**src/rtl/vga_link_tx.sv**
```systemverilog
`timescale 1ns/1ps
// Purpose: serialises one char/colour byte or row select per handshake onto the 4-wire display link (wclk, d0, dc, cs).
// Latency: accept-to-ready is 19*CLK_DIV cycles for a char and 17*CLK_DIV for a row; the resync frame after reset is 19*CLK_DIV.
// Backpressure: cmd_ready is high only in IDLE; a pending command waits on cmd_valid until the current frame completes.
module vga_link_tx #(
  parameter int CLK_DIV       = 2,
  parameter int SYNC_ON_RESET = 1
) (
  input  logic       clk25,
  input  logic       reset,
  input  logic       cmd_valid,
  output logic       cmd_ready,
  input  logic       cmd_is_row,
  input  logic [7:0] cmd_data,
  output logic       busy,
  output logic       wclk,
  output logic       d0,
  output logic       dc,
  output logic       cs
);

  localparam int CW = (CLK_DIV > 1) ? $clog2(CLK_DIV) : 1;
  localparam logic [CW-1:0] HALF_LAST = CW'(CLK_DIV - 1);

  typedef enum logic [2:0] {
    SYNC   = 3'd0,
    IDLE   = 3'd1,
    BIT_LO = 3'd2,
    BIT_HI = 3'd3,
    LAT_LO = 3'd4,
    LAT_HI = 3'd5,
    GAP    = 3'd6
  } state_t;

  state_t        r_state, w_state_nxt;
  logic [CW-1:0] r_cnt, w_cnt_nxt;
  logic [7:0]    r_payload, w_payload_nxt;
  logic [2:0]    r_idx, w_idx_nxt;
  logic [2:0]    r_last, w_last_nxt;
  logic          r_wclk;
  logic          r_d0, w_d0_nxt;
  logic          r_dc, w_dc_nxt;
  logic          r_cs, w_cs_nxt;
  logic          w_half_done;
  logic [2:0]    w_idx_inc;

  assign w_half_done = (r_cnt == HALF_LAST);
  assign w_idx_inc   = r_idx + 3'd1;

  assign cmd_ready = (r_state == IDLE);
  assign busy      = (r_state != IDLE);
  assign wclk      = r_wclk;
  assign d0        = r_d0;
  assign dc        = r_dc;
  assign cs        = r_cs;

  // State and link registers; reset parks the link quiet and optionally queues the resync frame
  always_ff @(posedge clk25 or posedge reset) begin
    if (reset) begin
      r_state   <= (SYNC_ON_RESET != 0) ? SYNC : IDLE;
      r_cnt     <= '0;
      r_payload <= '0;
      r_idx     <= '0;
      r_last    <= 3'd7;
      r_wclk    <= 1'b0;
      r_d0      <= 1'b0;
      r_dc      <= 1'b0;
      r_cs      <= 1'b1;
    end else begin
      r_state   <= w_state_nxt;
      r_cnt     <= w_cnt_nxt;
      r_payload <= w_payload_nxt;
      r_idx     <= w_idx_nxt;
      r_last    <= w_last_nxt;
      // wclk is high exactly in the two "HI" states, so it is a pure function of the next state
      r_wclk    <= (w_state_nxt == BIT_HI) || (w_state_nxt == LAT_HI);
      r_d0      <= w_d0_nxt;
      r_dc      <= w_dc_nxt;
      r_cs      <= w_cs_nxt;
    end
  end

  // Next-state and next-output logic; d0/dc/cs only move on transitions into a wclk-low state
  always_comb begin
    w_state_nxt   = r_state;
    w_cnt_nxt     = r_cnt;
    w_payload_nxt = r_payload;
    w_idx_nxt     = r_idx;
    w_last_nxt    = r_last;
    w_d0_nxt      = r_d0;
    w_dc_nxt      = r_dc;
    w_cs_nxt      = r_cs;

    case (r_state)
      SYNC: begin
        // eight zero bits on the row stream flush the receiver's row shifter and bit counter
        w_payload_nxt = 8'h00;
        w_last_nxt    = 3'd7;
        w_idx_nxt     = 3'd0;
        w_cs_nxt      = 1'b0;
        w_dc_nxt      = 1'b1;
        w_d0_nxt      = 1'b0;
        w_state_nxt   = BIT_LO;
      end
      IDLE: begin
        if (cmd_valid) begin
          w_payload_nxt = cmd_is_row ? {1'b0, cmd_data[6:0]} : cmd_data;
          w_last_nxt    = cmd_is_row ? 3'd6 : 3'd7;
          w_idx_nxt     = 3'd0;
          w_cs_nxt      = ~cmd_is_row;
          w_dc_nxt      = 1'b1;
          w_d0_nxt      = cmd_data[0];
          w_state_nxt   = BIT_LO;
        end
      end
      BIT_LO: begin
        if (w_half_done) w_state_nxt = BIT_HI;
      end
      BIT_HI: begin
        if (w_half_done) begin
          if (r_idx != r_last) begin
            w_idx_nxt   = w_idx_inc;
            w_d0_nxt    = r_payload[w_idx_inc];
            w_state_nxt = BIT_LO;
          end else begin
            w_dc_nxt    = 1'b0;
            w_d0_nxt    = 1'b0;
            w_state_nxt = LAT_LO;
          end
        end
      end
      LAT_LO: begin
        if (w_half_done) w_state_nxt = LAT_HI;
      end
      LAT_HI: begin
        if (w_half_done) w_state_nxt = GAP;
      end
      GAP: begin
        if (w_half_done) w_state_nxt = IDLE;
      end
      default: w_state_nxt = IDLE;
    endcase

    // half-period counter restarts on every state change; IDLE is untimed
    if (w_state_nxt != r_state) begin
      w_cnt_nxt = '0;
    end else if (r_state != IDLE) begin
      w_cnt_nxt = r_cnt + CW'(1);
    end
  end

endmodule
```
**config.mk**
```make
export PLATFORM = sky130hd
export DESIGN_NAME = vga_link_tx
export DESIGN_NICKNAME = d
export VERILOG_FILES = /design/src/rtl/vga_link_tx.sv
export SDC_FILE = /design/constraint.sdc
export NUM_CORES = 1
export LEC_CHECK = 0
export CAP_MARGIN = 10
export CORE_MARGIN = 4
export CORE_UTILIZATION = 35
export CTS_BUF_LIST = sky130_fd_sc_hd__clkbuf_8
export CTS_CLUSTER_DIAMETER = 150
export DETAILED_ROUTE_END_ITERATION = 6
export DONT_BUFFER_PORTS = 1
export PLACE_DENSITY_LB_ADDON = 0.05
export REMOVE_ABC_BUFFERS = 1
export SLEW_MARGIN = 15
export SYNTH_ARGS = -nofsm -noshare
export SYNTH_HDL_FRONTEND = slang
export SYNTH_SLANG_ARGS = --single-unit
```
**constraint.sdc**
```tcl
create_clock -name clk25 -period 2.3 [get_ports clk25]
set_input_delay 0.46 -clock clk25 [delete_from_list [all_inputs] [get_ports clk25]]
set_output_delay 0.46 -clock clk25 [all_outputs]
set_load 0.02 [all_outputs]
```
# Word level (Yosys, flattened, before mapping)
# Index checks and enable logic that the tools add are counted.
# op_classes
n_addsub	2
magnitude_cmp	1
eq_ne	15
n_mux	32
bitwise_logic	1
n_reduce_logical	9
# ops
op	n
$mux 3	11
$pmux 3 s7	1
$mux 8	2
$pmux 8 s2	1
$eq 3x3->1 const B	4
$mux 1	11
$eq 3x2->1 const B	3
$pmux 3 s3	1
$ne 2x2->1 const B	4
$reduce_and 4->1	2
$ne 3x3->1	2
$pmux 1 s3	2
$pmux 3 s2	1
$lt 3x4->1 const B	1
$reduce_bool 2->1	2
$add 3x1->3 const B	1
$bmux 1 s3	1
$eq 3x1->1 const B	1
$logic_not 3->1	1
$ne 3x1->1 const B	1
$reduce_and 3->1	1
$reduce_bool 3->1	1
$pmux 1 s2	1
$reduce_and 2->1	1
3 further kinds	3
# word_totals
regBits	22
inputBits	12
output_inout_bits	6
wordCells	69

# Depth between registers and ports, before layout
# logic_depth
ltp_word	6
ltp_mapped	5

# Least setup slack after synthesis
# OpenSTA, ideal clock, no wires.
# synth_timing
path_kind	register -> register
from	reg r_idx[0]
to	reg r_d0, in the netlist d0
arrival_time_ns	1.660
t_required_ns	2.168
path_slack_ns	0.508
path_stages_with_launch	6
n_path_buf	0
period_less_slack_ns	1.792
cell_sequence	dfrtp_1 -> ha_1 -> xnor2_1 -> mux4_1 -> mux2i_1 -> o211ai_1
# synth_via
elab_chain_len	6
# synth_lines
element	line_no	source
start, declared	38	logic [2:0] r_idx, w_idx_nxt;
start signal, assigned	73	r_idx <= w_idx_nxt;
$add 3x1->3	48	assign w_idx_inc = r_idx + 3'd1;
$bmux 1 s3	123	w_d0_nxt = r_payload[w_idx_inc];
$mux 1 (not written as such)	123	
$mux 1 *	121	if (r_idx != r_last) begin
$mux 1 *	120	if (w_half_done) begin
$pmux 1 s3 *	94	case (r_state)
end signal, assigned	77	r_d0 <= w_d0_nxt;
end, declared	41	logic r_d0, w_d0_nxt;
# Mark *: on every way between the ends. The rest lies on a longest branch, timed or not. The select of a mux whose other input is x is not followed.
# A chain may end at the register's enable or synchronous reset.

# Worst setup path after layout
# layout_timing
from	reg r_state[1]
to	out busy
# layout_via
elab_chain_len	1
# layout_lines
element	line_no	source
start, declared	35	state_t r_state, w_state_nxt;
start signal, assigned	60	r_state <= (SYNC_ON_RESET != 0) ? SYNC : IDLE;
start signal, assigned	70	r_state <= w_state_nxt;
$ne 3x1->1	51	assign busy = (r_state != IDLE);
end, declared	15	output logic busy,
# Every way passes these cells.

==> results.sh <==
export IMPL_outcome="complete, no violations"
export IMPL_drive_above_1_share_pct=14.29
export IMPL_post_cts_resize_count=0
export IMPL_cts_buffer_depth=2
export IMPL_clock_root_buffer="clkbuf_8"
export IMPL_numPortBuffers=0
export IMPL_cts_setup_buffers=0
export IMPL_synth_top_cell_by_area="dfrtp_1"
export IMPL_postCtsHoldBufs=0
export IMPL_worstPathMaxFanout=13
export IMPL_critical_path_top_delay_family="flip-flops"
export IMPL_worstPathArrival_ns=1.56
export IMPL_io_pins=18
export IMPL_yosysUniqueCellTypes=36
export IMPL_reg2regPathDepth=5
export IMPL_stdcell_count=122
export IMPL_crit_path_top_delay_cell="dfrtp_1"
export IMPL_cts_max_level=1
export IMPL_final_util_pct=39.32
export IMPL_worstMarginPinSlew_ns=0.7872
export IMPL_post_drt_via_cell_ratio=5.639
export IMPL_required_ns=1.84
export IMPL_max_cap_viol_count=0
export IMPL_p_leak_nw=0.4815
export IMPL_yosysWarnings=0
export IMPL_grt_ovfl_total=0
export IMPL_clk_latency_ns=0.26
export IMPL_hold_slack_ns=0.2228
export IMPL_p_per_area_nw_per_um2=1384
export IMPL_cts_tree="done"
export IMPL_area_growth_pct=6.585
export IMPL_r2r_end="d0$_DFFE_PP0P_"
export IMPL_synth_top_area_share_pct=43.90
export IMPL_die_h_um=62.14
export IMPL_grt_max_degree=21
export IMPL_cts_clk_slew_worst_paths_ns=0.08
export IMPL_rsz0062_at_grt="false"
export IMPL_synth_cells=91
export IMPL_ff2ff_setup_slack_ns=0.36
export IMPL_grt_pass1_vias=695
export IMPL_die_x_um=62.14
export IMPL_relSlewSlack_pct=47.46
export IMPL_hold_class="in2async"
export IMPL_synthesis_area_um2=1026
export IMPL_antenna_found_initial=0
export IMPL_vias=688
export IMPL_finalHoldViolations=0
export IMPL_ys_flop_type="dfrtp_1"
export IMPL_netlist_top_cells_count="18 x dfrtp_1, 7 x a22o_1, 7 x nand2_1, 7 x o21ai_0"
export IMPL_drt_wl_total_mm=2.103
export IMPL_vdd_drop_max_uv=677.0
export IMPL_crit_type="reg2out"
export IMPL_grt_usage_pct=11.26
export IMPL_num_rows=19
export IMPL_synth_most_common_cell="dfrtp_1"
export IMPL_crit_buf_inv=2
export IMPL_p_switching_mw=0.5685
export IMPL_firstDrtPassIters=4
export IMPL_fin_nets=105
export IMPL_synth_edff_count=0
export IMPL_r2r_start="r_idx[0]$_DFFE_PP0P_"
export IMPL_critPathLaunchType="flop"
export IMPL_finClkSkew_ns=0.006391
export IMPL_syn_avg_cell_area_um2=11.27
export IMPL_numCtsBuffers=3
export IMPL_remaining_drc_errors=0
export IMPL_p_int_mw=0.9454
export IMPL_fp_coreArea_um2=2781
export IMPL_drt_iter0_drc=25
export IMPL_cpPeakStageDelay_ns=0.61
export IMPL_seq_area_frac_synth_pct=49.02
export IMPL_setup_viol=0
export IMPL_final_fill_count=280
export IMPL_p_sw_share_pct=37.55
export IMPL_fmax_ghz=0.4953
export IMPL_antenna_left=0
export IMPL_power_share_clock_pct=15.9
export IMPL_routabilityCongestion=0.7476
export IMPL_dp_cells=118
export IMPL_initial_core_util_pct=36.89
export IMPL_wire_per_inst_um=17.24
export IMPL_dp_hpwl_mm=1.446
export IMPL_diodes=0
export IMPL_crit_chain="nand2b_1 > nor2_1 > buf_4 > inv_1"
export IMPL_postPlaceCellArea_um2=1049
export IMPL_share_comb_of_total_power_pct=37.6
export IMPL_cts_sinks=20
export IMPL_yosys_register_bits=20
export IMPL_finalCriticalPeriod_ns=2.019
export IMPL_tns_ns=0
export IMPL_grt_pass1_wl_mm=3.408
export IMPL_fin_crit_sh_pct=87.78
export IMPL_seqPwrFrac_pct=46.5
export IMPL_slew_violations=0
export IMPL_postLayoutCellArea_um2=1094
export IMPL_synth_area_top_cells="dfrtp_1 44%, a22o_1 6.0%, dfstp_2 5.1%, mux4_1 5.1%, o21ai_0 3.4%"
export IMPL_end_kind="output port"
export IMPL_ys_async_sr_fraction_pct=100.0
export IMPL_die_area_um2=3861
power groups by stage:
stage / logic (mW) / registers, mW / clock network (mW)
3_5_place_dp: 0.569 / 0.712 / 0
4_1_cts: 0.579 / 0.704 / 0.249
6_report: 0.569 / 0.703 / 0.241
2_1_floorplan: 0.493 / 0.655 / 0
5_1_grt: 0.640 / 0.726 / 0.264
3_3_place_gp: 0.569 / 0.707 / 0
logic make-up after synthesis:
logic type	synth area share (%)
AOI/OAI and AO/OA	20.24
and+or+nand+nor	13.42
xor gates and xnor gates	3.415
muxes	8.171
buffers and inverters	4.512
DFF	49.02
adders and majority gates	1.219
cell usage in the layout (no fill, tap or decap), types with 3 or more instances in the layout:
cell type	n
o21ai_0	7
dfrtp_1	18
nor2_1	3
inv_1	5
a22o_1	7
nand2_1	7
nand2b_1	4
clkbuf_8	3
layer usage:
layer / GRT usage, % / vias up / part of all wire (%)
met5: 0 / - / 0
met4: 5.691 / 0 / 2.1
met3: 3.243 / 5 / 5.0
met2: 16.06 / 15 / 44
met1: 15.33 / 336 / 49
li1: - / 332 / -
worst max-delay path by stage:
stage / cells past startpoint / to / from / slack, ns
after floorplan: 5 / d0$_DFFE_PP0P_ / r_idx[0]$_DFFE_PP0P_ / 0.51
after global placement: 5 / d0$_DFFE_PP0P_ / r_idx[0]$_DFFE_PP0P_ / 0.42
after detailed placement: 5 / d0$_DFFE_PP0P_ / r_idx[0]$_DFFE_PP0P_ / 0.42
after CTS: 4 / busy / r_state[1]$_DFF_PP0_ / 0.28
after global routing: 4 / busy / r_state[1]$_DFF_PP0_ / 0.18
final: 4 / busy / r_state[1]$_DFF_PP0_ / 0.28
registers in the layout, indices dropped and copies added, names as in the netlist:
name / cells
cs: 1
d0: 1
dc: 1
r_cnt: 1
r_idx: 3
r_last: 1
r_payload: 8
r_state: 3
wclk: 1
area by class of cell:
cell class	instances	area, um^2	share of cell area [%]
inverters	4	15.01	1.373
flip-flops and latches	20	503.0	46.00
well taps	31	38.79	3.547
multi-input cells	61	476.7	43.59
clock buffers	3	41.29	3.776
repair buffers	2	15.01	1.373
clock inverters	1	3.754	0.3432
stage by stage:
step	setup WS [ns]	total power, mW
6_report	0.2810	1.514
4_1_cts	0.2833	1.533
5_1_grt	0.1806	1.630
3_3_place_gp	0.4212	1.276
2_1_floorplan	0.5075	1.148
3_5_place_dp	0.4163	1.281
Power figures use the tool's default switching activity.
